## src/rtl/shift_reg_seq_pkg.sv

```systemverilog
// rtl/shift_reg_seq_pkg.sv - shared types for the shift register sequencer
//
// Purpose:
//   Operation encodings and sequencer state type shared by the top level,
//   the single-step shifter and the register interface.
// Contents:
//   op_e    : OP_SHL, OP_SHR, OP_SAR, OP_ROL (2-bit op field encoding)
//   state_e : ST_IDLE, ST_SHIFT

package shift_pkg;

  typedef enum logic [1:0] {
    OP_SHL = 2'b00,  // shift left, serial_in fills bit 0
    OP_SHR = 2'b01,  // shift right, serial_in fills the MSB
    OP_SAR = 2'b10,  // arithmetic shift right, MSB replicated
    OP_ROL = 2'b11   // rotate left, MSB wraps into bit 0
  } op_e;

  typedef enum logic {
    ST_IDLE  = 1'b0,
    ST_SHIFT = 1'b1
  } state_e;

endpackage : shift_pkg

```

## src/rtl/shift_reg_seq_if.sv

```systemverilog
// rtl/shift_reg_seq_if.sv - control/data bundle for the shift register sequencer
//
// Purpose:
//   Groups the command inputs and status outputs of shift_reg_seq.
// Signals:
//   clear      : synchronous clear, aborts any running sequence
//   load       : capture load_data (idle only)
//   load_data  : WIDTH-bit parallel load value
//   start      : begin a shift sequence (idle only)
//   op         : 2-bit operation, see shift_pkg::op_e
//   amount     : CNT_W-bit shift count, saturates at WIDTH
//   serial_in  : fill bit for SHL/SHR, latched at start
//   q          : register contents
//   busy       : high while a sequence is in progress
//   done       : one-cycle pulse at sequence end
//   carry_out  : last bit shifted out
//   zero       : q == 0
// Modports:
//   master : drives commands, observes status
//   slave  : the sequencer itself

interface shift_reg_seq_if #(
  parameter int WIDTH = 8
);
  localparam int CNT_W = $clog2(WIDTH + 1);

  logic             clear;
  logic             load;
  logic [WIDTH-1:0] load_data;
  logic             start;
  logic [1:0]       op;
  logic [CNT_W-1:0] amount;
  logic             serial_in;
  logic [WIDTH-1:0] q;
  logic             busy;
  logic             done;
  logic             carry_out;
  logic             zero;

  modport master (
    output clear, load, load_data, start, op, amount, serial_in,
    input  q, busy, done, carry_out, zero
  );

  modport slave (
    input  clear, load, load_data, start, op, amount, serial_in,
    output q, busy, done, carry_out, zero
  );

endinterface : shift_reg_seq_if

```

## src/rtl/shift_reg_seq_shift_step.sv

```systemverilog
// rtl/shift_reg_seq_shift_step.sv - combinational one-position shifter
//
// Purpose:
//   Computes the register value after a single shift/rotate step and the bit
//   that leaves the register on that step.
// Ports:
//   i_q         : current register value (WIDTH)
//   i_op        : operation (shift_pkg::op_e)
//   i_serial_in : fill bit for SHL/SHR
//   o_q         : register value after one step (WIDTH)
//   o_bit       : bit shifted out (MSB for SHL/ROL, LSB for SHR/SAR)

module shift_step
  import shift_pkg::*;
#(
  parameter int WIDTH = 8
) (
  input  logic [WIDTH-1:0] i_q,
  input  op_e              i_op,
  input  logic             i_serial_in,
  output logic [WIDTH-1:0] o_q,
  output logic             o_bit
);

  always_comb begin
    o_q   = i_q;
    o_bit = 1'b0;
    case (i_op)
      OP_SHL: begin
        o_q   = {i_q[WIDTH-2:0], i_serial_in};
        o_bit = i_q[WIDTH-1];
      end
      OP_SHR: begin
        o_q   = {i_serial_in, i_q[WIDTH-1:1]};
        o_bit = i_q[0];
      end
      OP_SAR: begin
        o_q   = {i_q[WIDTH-1], i_q[WIDTH-1:1]};
        o_bit = i_q[0];
      end
      OP_ROL: begin
        o_q   = {i_q[WIDTH-2:0], i_q[WIDTH-1]};
        o_bit = i_q[WIDTH-1];
      end
      default: begin
        o_q   = i_q;
        o_bit = 1'b0;
      end
    endcase
  end

endmodule : shift_step

```

## src/rtl/shift_reg_seq.sv

```systemverilog
// rtl/shift_reg_seq.sv - parametrised shift register with N-step sequencer
//
// Purpose:
//   Parallel-loads a WIDTH-bit value, then shifts or rotates it by a
//   requested number of positions, one position per clock, reporting
//   busy/done, the last bit shifted out and a zero flag.
// Ports:
//   clk    : rising-edge clock
//   resetn : asynchronous active-low reset
//   bus    : shift_reg_seq_if.slave (commands in, status out)

module shift_reg_seq
  import shift_pkg::*;
#(
  parameter int WIDTH = 8
) (
  input  logic           clk,
  input  logic           resetn,
  shift_reg_seq_if.slave bus
);

  localparam int CNT_W = $clog2(WIDTH + 1);
  localparam logic [CNT_W-1:0] MAX_AMT = CNT_W'(WIDTH);
  localparam logic [CNT_W-1:0] ONE     = CNT_W'(1);

  state_e           r_state;
  logic [WIDTH-1:0] r_q;
  logic [CNT_W-1:0] r_cnt;
  op_e              r_op;
  logic             r_serial;
  logic             r_busy;
  logic             r_done;
  logic             r_carry;

  state_e           w_state_nxt;
  logic [WIDTH-1:0] w_q_nxt;
  logic [CNT_W-1:0] w_cnt_nxt;
  op_e              w_op_nxt;
  logic             w_serial_nxt;
  logic             w_busy_nxt;
  logic             w_done_nxt;
  logic             w_carry_nxt;

  logic [CNT_W-1:0] w_eff_amt;
  logic [WIDTH-1:0] w_step_q;
  logic             w_step_bit;

  // Amounts above WIDTH behave as a full-width shift.
  assign w_eff_amt = (bus.amount > MAX_AMT) ? MAX_AMT : bus.amount;

  // The step shifter always works from the latched op/fill bit, so changes
  // on the live inputs during a sequence have no effect.
  shift_step #(
    .WIDTH (WIDTH)
  ) u_step (
    .i_q         (r_q),
    .i_op        (r_op),
    .i_serial_in (r_serial),
    .o_q         (w_step_q),
    .o_bit       (w_step_bit)
  );

  always_ff @(posedge clk or negedge resetn) begin
    if (!resetn) begin
      r_state  <= ST_IDLE;
      r_q      <= '0;
      r_cnt    <= '0;
      r_op     <= OP_SHL;
      r_serial <= 1'b0;
      r_busy   <= 1'b0;
      r_done   <= 1'b0;
      r_carry  <= 1'b0;
    end else begin
      r_state  <= w_state_nxt;
      r_q      <= w_q_nxt;
      r_cnt    <= w_cnt_nxt;
      r_op     <= w_op_nxt;
      r_serial <= w_serial_nxt;
      r_busy   <= w_busy_nxt;
      r_done   <= w_done_nxt;
      r_carry  <= w_carry_nxt;
    end
  end

  always_comb begin
    w_state_nxt  = r_state;
    w_q_nxt      = r_q;
    w_cnt_nxt    = r_cnt;
    w_op_nxt     = r_op;
    w_serial_nxt = r_serial;
    w_busy_nxt   = r_busy;
    w_done_nxt   = 1'b0;   // done is a single-cycle pulse
    w_carry_nxt  = r_carry;

    case (r_state)
      ST_IDLE: begin
        if (bus.clear) begin
          w_q_nxt     = '0;
          w_carry_nxt = 1'b0;
        end else if (bus.load) begin
          w_q_nxt     = bus.load_data;
          w_carry_nxt = 1'b0;
        end else if (bus.start) begin
          w_op_nxt     = op_e'(bus.op);
          w_serial_nxt = bus.serial_in;
          if (w_eff_amt == '0) begin
            // Nothing to shift: complete immediately without going busy.
            w_done_nxt = 1'b1;
          end else begin
            w_cnt_nxt   = w_eff_amt;
            w_busy_nxt  = 1'b1;
            w_state_nxt = ST_SHIFT;
          end
        end
      end

      ST_SHIFT: begin
        if (bus.clear) begin
          // Abort: no done pulse for a cancelled sequence.
          w_q_nxt     = '0;
          w_carry_nxt = 1'b0;
          w_cnt_nxt   = '0;
          w_busy_nxt  = 1'b0;
          w_state_nxt = ST_IDLE;
        end else begin
          w_q_nxt     = w_step_q;
          w_carry_nxt = w_step_bit;
          w_cnt_nxt   = r_cnt - ONE;
          if (r_cnt == ONE) begin
            w_busy_nxt  = 1'b0;
            w_done_nxt  = 1'b1;
            w_state_nxt = ST_IDLE;
          end
        end
      end

      default: begin
        w_state_nxt = ST_IDLE;
        w_busy_nxt  = 1'b0;
      end
    endcase
  end

  assign bus.q         = r_q;
  assign bus.busy      = r_busy;
  assign bus.done      = r_done;
  assign bus.carry_out = r_carry;
  assign bus.zero      = (r_q == '0);

endmodule : shift_reg_seq

```

## src/flat_wrapper.sv

```systemverilog
// flat-port wrapper written by rule: the top's interface ports become plain ports
module shift_reg_seq_flat import shift_pkg::*;
#(
  parameter int WIDTH = 8
)
  (clk, resetn, bus_clear, bus_load, bus_load_data, bus_start, bus_op, bus_amount, bus_serial_in, bus_q, bus_busy, bus_done, bus_carry_out, bus_zero);
  shift_reg_seq_if #(.WIDTH(WIDTH)) bus_i ();
  input  logic clk;
  input  logic resetn;
  input wire logic [$bits(bus_i.clear)-1:0] bus_clear;
  input wire logic [$bits(bus_i.load)-1:0] bus_load;
  input wire logic [$bits(bus_i.load_data)-1:0] bus_load_data;
  input wire logic [$bits(bus_i.start)-1:0] bus_start;
  input wire logic [$bits(bus_i.op)-1:0] bus_op;
  input wire logic [$bits(bus_i.amount)-1:0] bus_amount;
  input wire logic [$bits(bus_i.serial_in)-1:0] bus_serial_in;
  output wire logic [$bits(bus_i.q)-1:0] bus_q;
  output wire logic [$bits(bus_i.busy)-1:0] bus_busy;
  output wire logic [$bits(bus_i.done)-1:0] bus_done;
  output wire logic [$bits(bus_i.carry_out)-1:0] bus_carry_out;
  output wire logic [$bits(bus_i.zero)-1:0] bus_zero;
  assign bus_i.clear = bus_clear;
  assign bus_i.load = bus_load;
  assign bus_i.load_data = bus_load_data;
  assign bus_i.start = bus_start;
  assign bus_i.op = bus_op;
  assign bus_i.amount = bus_amount;
  assign bus_i.serial_in = bus_serial_in;
  assign bus_q = bus_i.q;
  assign bus_busy = bus_i.busy;
  assign bus_done = bus_i.done;
  assign bus_carry_out = bus_i.carry_out;
  assign bus_zero = bus_i.zero;
  shift_reg_seq #(.WIDTH(WIDTH)) u_core (.clk(clk), .resetn(resetn), .bus(bus_i));
endmodule
```

## config.mk

```make
export PLATFORM = sky130hd
export DESIGN_NAME = shift_reg_seq_flat
export DESIGN_NICKNAME = d
export VERILOG_FILES = /design/src/rtl/shift_reg_seq_pkg.sv /design/src/rtl/shift_reg_seq_if.sv /design/src/rtl/shift_reg_seq_shift_step.sv /design/src/rtl/shift_reg_seq.sv /design/src/flat_wrapper.sv
export SDC_FILE = /design/constraint.sdc
export NUM_CORES = 1
export LEC_CHECK = 0
export ABC_CLOCK_PERIOD_IN_PS = 1900
export CORE_MARGIN = 1
export CORE_UTILIZATION = 47
export DETAILED_ROUTE_END_ITERATION = 16
export PLACE_DENSITY = 0.79
export SLEW_MARGIN = 25
export SYNTH_ARGS = -nofsm -noshare
export SYNTH_HDL_FRONTEND = slang
export SYNTH_SLANG_ARGS = --single-unit
export TNS_END_PERCENT = 30
```

## constraint.sdc

```tcl
create_clock -name clk -period 1.9 [get_ports clk]
set_input_delay 0.475 -clock clk [delete_from_list [all_inputs] [get_ports clk]]
set_output_delay 0.475 -clock clk [all_outputs]
set_load 0.02 [all_outputs]
```

==> reports/results.ini <==
[clocking]
clock_latency_ns = 0.31
h-tree-depth = 1
path_clk_slew_ns = 0.12
cts_buffers = 3
cts_sinks = 19
cts-root-buf = clkbuf_4
cts_setup_buffers = 0
ctsLongestPathBuffers = 2
cts_tree = done

[timing]
setup_slack_ns = -0.06864
hold_ws_ns = 0.4885
drv_slew = 0
fin_crit_sh_pct = 103.6
max_freq_ghz = 0.5080
setup_violations = 1
rsz0062_at_grt = true
relSlewSlack_pct = 68.75
fin_crit_ns = 1.969
finalHoldViolations = 0
tightest_slew_ns = 0.4678
clock_skew_ns = 0.003421

[synthesis]
synth_compound_area_share_pct = 22.39
ys_seq_area_share_pct = 41.71
yosys_most_used_dff = dfrtp_1
yosys_warnings = 0
postSynthNetCount = 134
synth.avg_cell_area_um2 = 10.55
ys_top_cells_by_area = dfrtp_1, ha_1, a221oi_1
netlist_instances = 108
synth_adder_area_share_pct = 6.586
synth-async-reset-ratio_pct = 100.0
synth-edff-count = 0
synthMuxAreaShare_pct = 11.20
ys_seq_elements = 19
synth_top_area_cell = dfrtp_1
ys_types = 37
syn-cell-area_mm2 = 0.001140
synth_xor_area_share_pct = 0.7684
synth_top_family_by_area = compound AO/OA/AOI/OAI gates
synth-simple-area-share_pct = 12.95
yosysTopAreaCellShare_pct = 41.71

[placed_design]
port_buffers = 31
gp_congestion = 0.8345
dp_cells = 178
dp_hpwl_um = 2232

[min_path]
hold_class = in -> async

[grt]
grt_max_degree = 20
grt-ovfl-total = 0
grt_pass1_vias = 999
gr-usage-all-layers_pct = 24.86
antenna_found_initial = 0
grt_pass1_wl_um = 4712

[critical_path]
cp_max_fo = 2
arrival_ns = 1.49
endpoint_kind = primary output
crit_type = reg -> out
crit_path_start_kind = register
cp.required_ns = 1.42
r2r_setup_slack_ns = 0.29

[status]
violations = setup timing
outcome = complete, but fails checks

[floorplan]
fp.dieH_um = 51.25
ios = 32
die_w_um = 51.25
row_count = 17
dieArea_mm2 = 0.002626
core_area_mm2 = 0.002255
initial_utilization_pct = 50.55

[pwr]
leakage_uw = 0.0008345
powerDensity_mw_per_mm2 = 816.9
power_uw = 1330
vdd_drop_max_mv = 0.5382

[finish]
nets = 181
fin_cells = 182
drive_gt1_share_pct = 19.48
areaGrowthSynthToFinish_pct = 42.81
antenna_cells = 0
final_util_pct = 72.20

[job]
max-cap-violations = 0

[route]
ant_nets = 0
drt_iter0_drc = 29
routed_wl_um = 3000
drc = 0
avgViaCountPerCell = 5.940
wl_per_cell_um = 16.48
vias = 1081
firstDrtPassIters = 4

layout make-up:
| cell class | instances | area (um2) |
|---|---|---|
| Fill cell | 165 | 626.9 |
| Tap cell | 28 | 35.03 |
| Multi-Input combinational cell | 76 | 614.3 |
| Timing Repair Buffer | 47 | 445.4 |
| Inverter | 8 | 30.03 |
| Clock inverter | 1 | 5.005 |
| Clock buffer | 3 | 22.52 |
| Sequential cell | 19 | 475.5 |
layer usage:
layer  up-vias  routed length (um)  track usage [%]
li1        512                   -                -
met1       513                1421            35.46
met2        49                1341            36.62
met3         7                 192            4.167
met4         0                  44            11.26
met5         -                   0                0
metrics by stage:
stage	TNS (ns)	worst slack, ns	cell area, um2
2_1_floorplan	0	0.1219	1140
3_3_place_gp	-0.7661	-0.1744	1585
3_5_place_dp	-1.171	-0.1856	1585
4_1_cts	-0.04982	-0.04982	1610
5_1_grt	-0.1104	-0.1104	1628
6_report	-0.06864	-0.06864	1628
Yosys cell counts (3+ instances only):
cell / count
dfrtp_1: 19
or4_1: 3
mux2_2: 3
ha_1: 6
clkbuf_1: 4
nand2b_1: 3
nor2_1: 7
a221oi_1: 7
mux2i_1: 6
a211oi_1: 6
mux2_1: 3
inv_1: 7
cell usage in the layout, fill, tap and decap left out, types with 2 or more instances in the layout:
master / synthesis / routed
a21oi_2: 2 / 2
a211o_1: 2 / 2
o2bb2ai_1: 2 / 2
nand2b_1: 3 / 3
clkdlybuf4s50_1: 0 / 23
mux2_1: 3 / 3
mux2i_1: 6 / 6
ha_1: 6 / 6
a221oi_1: 7 / 7
a32oi_1: 2 / 2
buf_4: 0 / 17
nand2_1: 2 / 2
a21oi_1: 2 / 2
dlymetal6s2s_1: 0 / 7
o31ai_1: 2 / 2
nor2_1: 7 / 7
dfrtp_1: 19 / 19
a31oi_1: 2 / 2
or4_1: 3 / 3
inv_1: 7 / 7
clkbuf_4: 0 / 3
a211oi_1: 6 / 6
and3_1: 2 / 2
mux2_2: 3 / 3
worst max-delay path, stage by stage, from the launching register on:
cell and delay [ns]:
dfrtp_1 0.39, or4_1 0.53, nor2_1 0.12, buf_4 0.15
flip-flops by register name, indices dropped and copies added, names as in the netlist:
signal / count
u_core.r_serial: 1
u_core.bus.q: 8
u_core.bus.carry_out: 1
u_core.r_cnt: 4
u_core.bus.busy: 1
u_core.r_state: 1
u_core.bus.done: 1
u_core.r_op: 2
power breakdown:
| group | switching, uW | internal, uW |
|---|---|---|
| registers | 78.9 | 478 |
| clock network | 139 | 78.7 |
| logic | 277 | 278 |
cells by family (layout without fill, tap and decap cells):
kind of cell | Yosys count | count (layout)
AO/OA/AOI/OAI | 32 | 32
adder cells (fa/ha/maj) | 6 | 6
flip-flops | 19 | 19
AND/OR/NAND/NOR | 25 | 25
multiplexers | 12 | 12
XOR/XNOR | 1 | 1
buffers and inverters | 13 | 59
path summary, 6_finish.rpt:
| check | start | end | depth (start not counted) |
|---|---|---|---|
| min | resetn | u_core.r_serial | 2 |
| max reg2reg | u_core.r_op[0] | u_core.bus.q[5] | 5 |
| min in group clk | u_core.bus.busy | u_core.bus.busy | 1 |
| max in group asynchronous | resetn | u_core.bus.q[6] | 2 |
| max | u_core.bus.q[1] | bus_zero | 3 |
| min reg2reg | u_core.bus.busy | u_core.bus.busy | 1 |
repair_timing:
action / CTS / global route
pin swaps: 1 / 2
hold buffers: 0 / 0
resized for setup: 5 / 7
endpoints found under the setup margin: 1 / 8
Power figures use the tool's default switching activity.
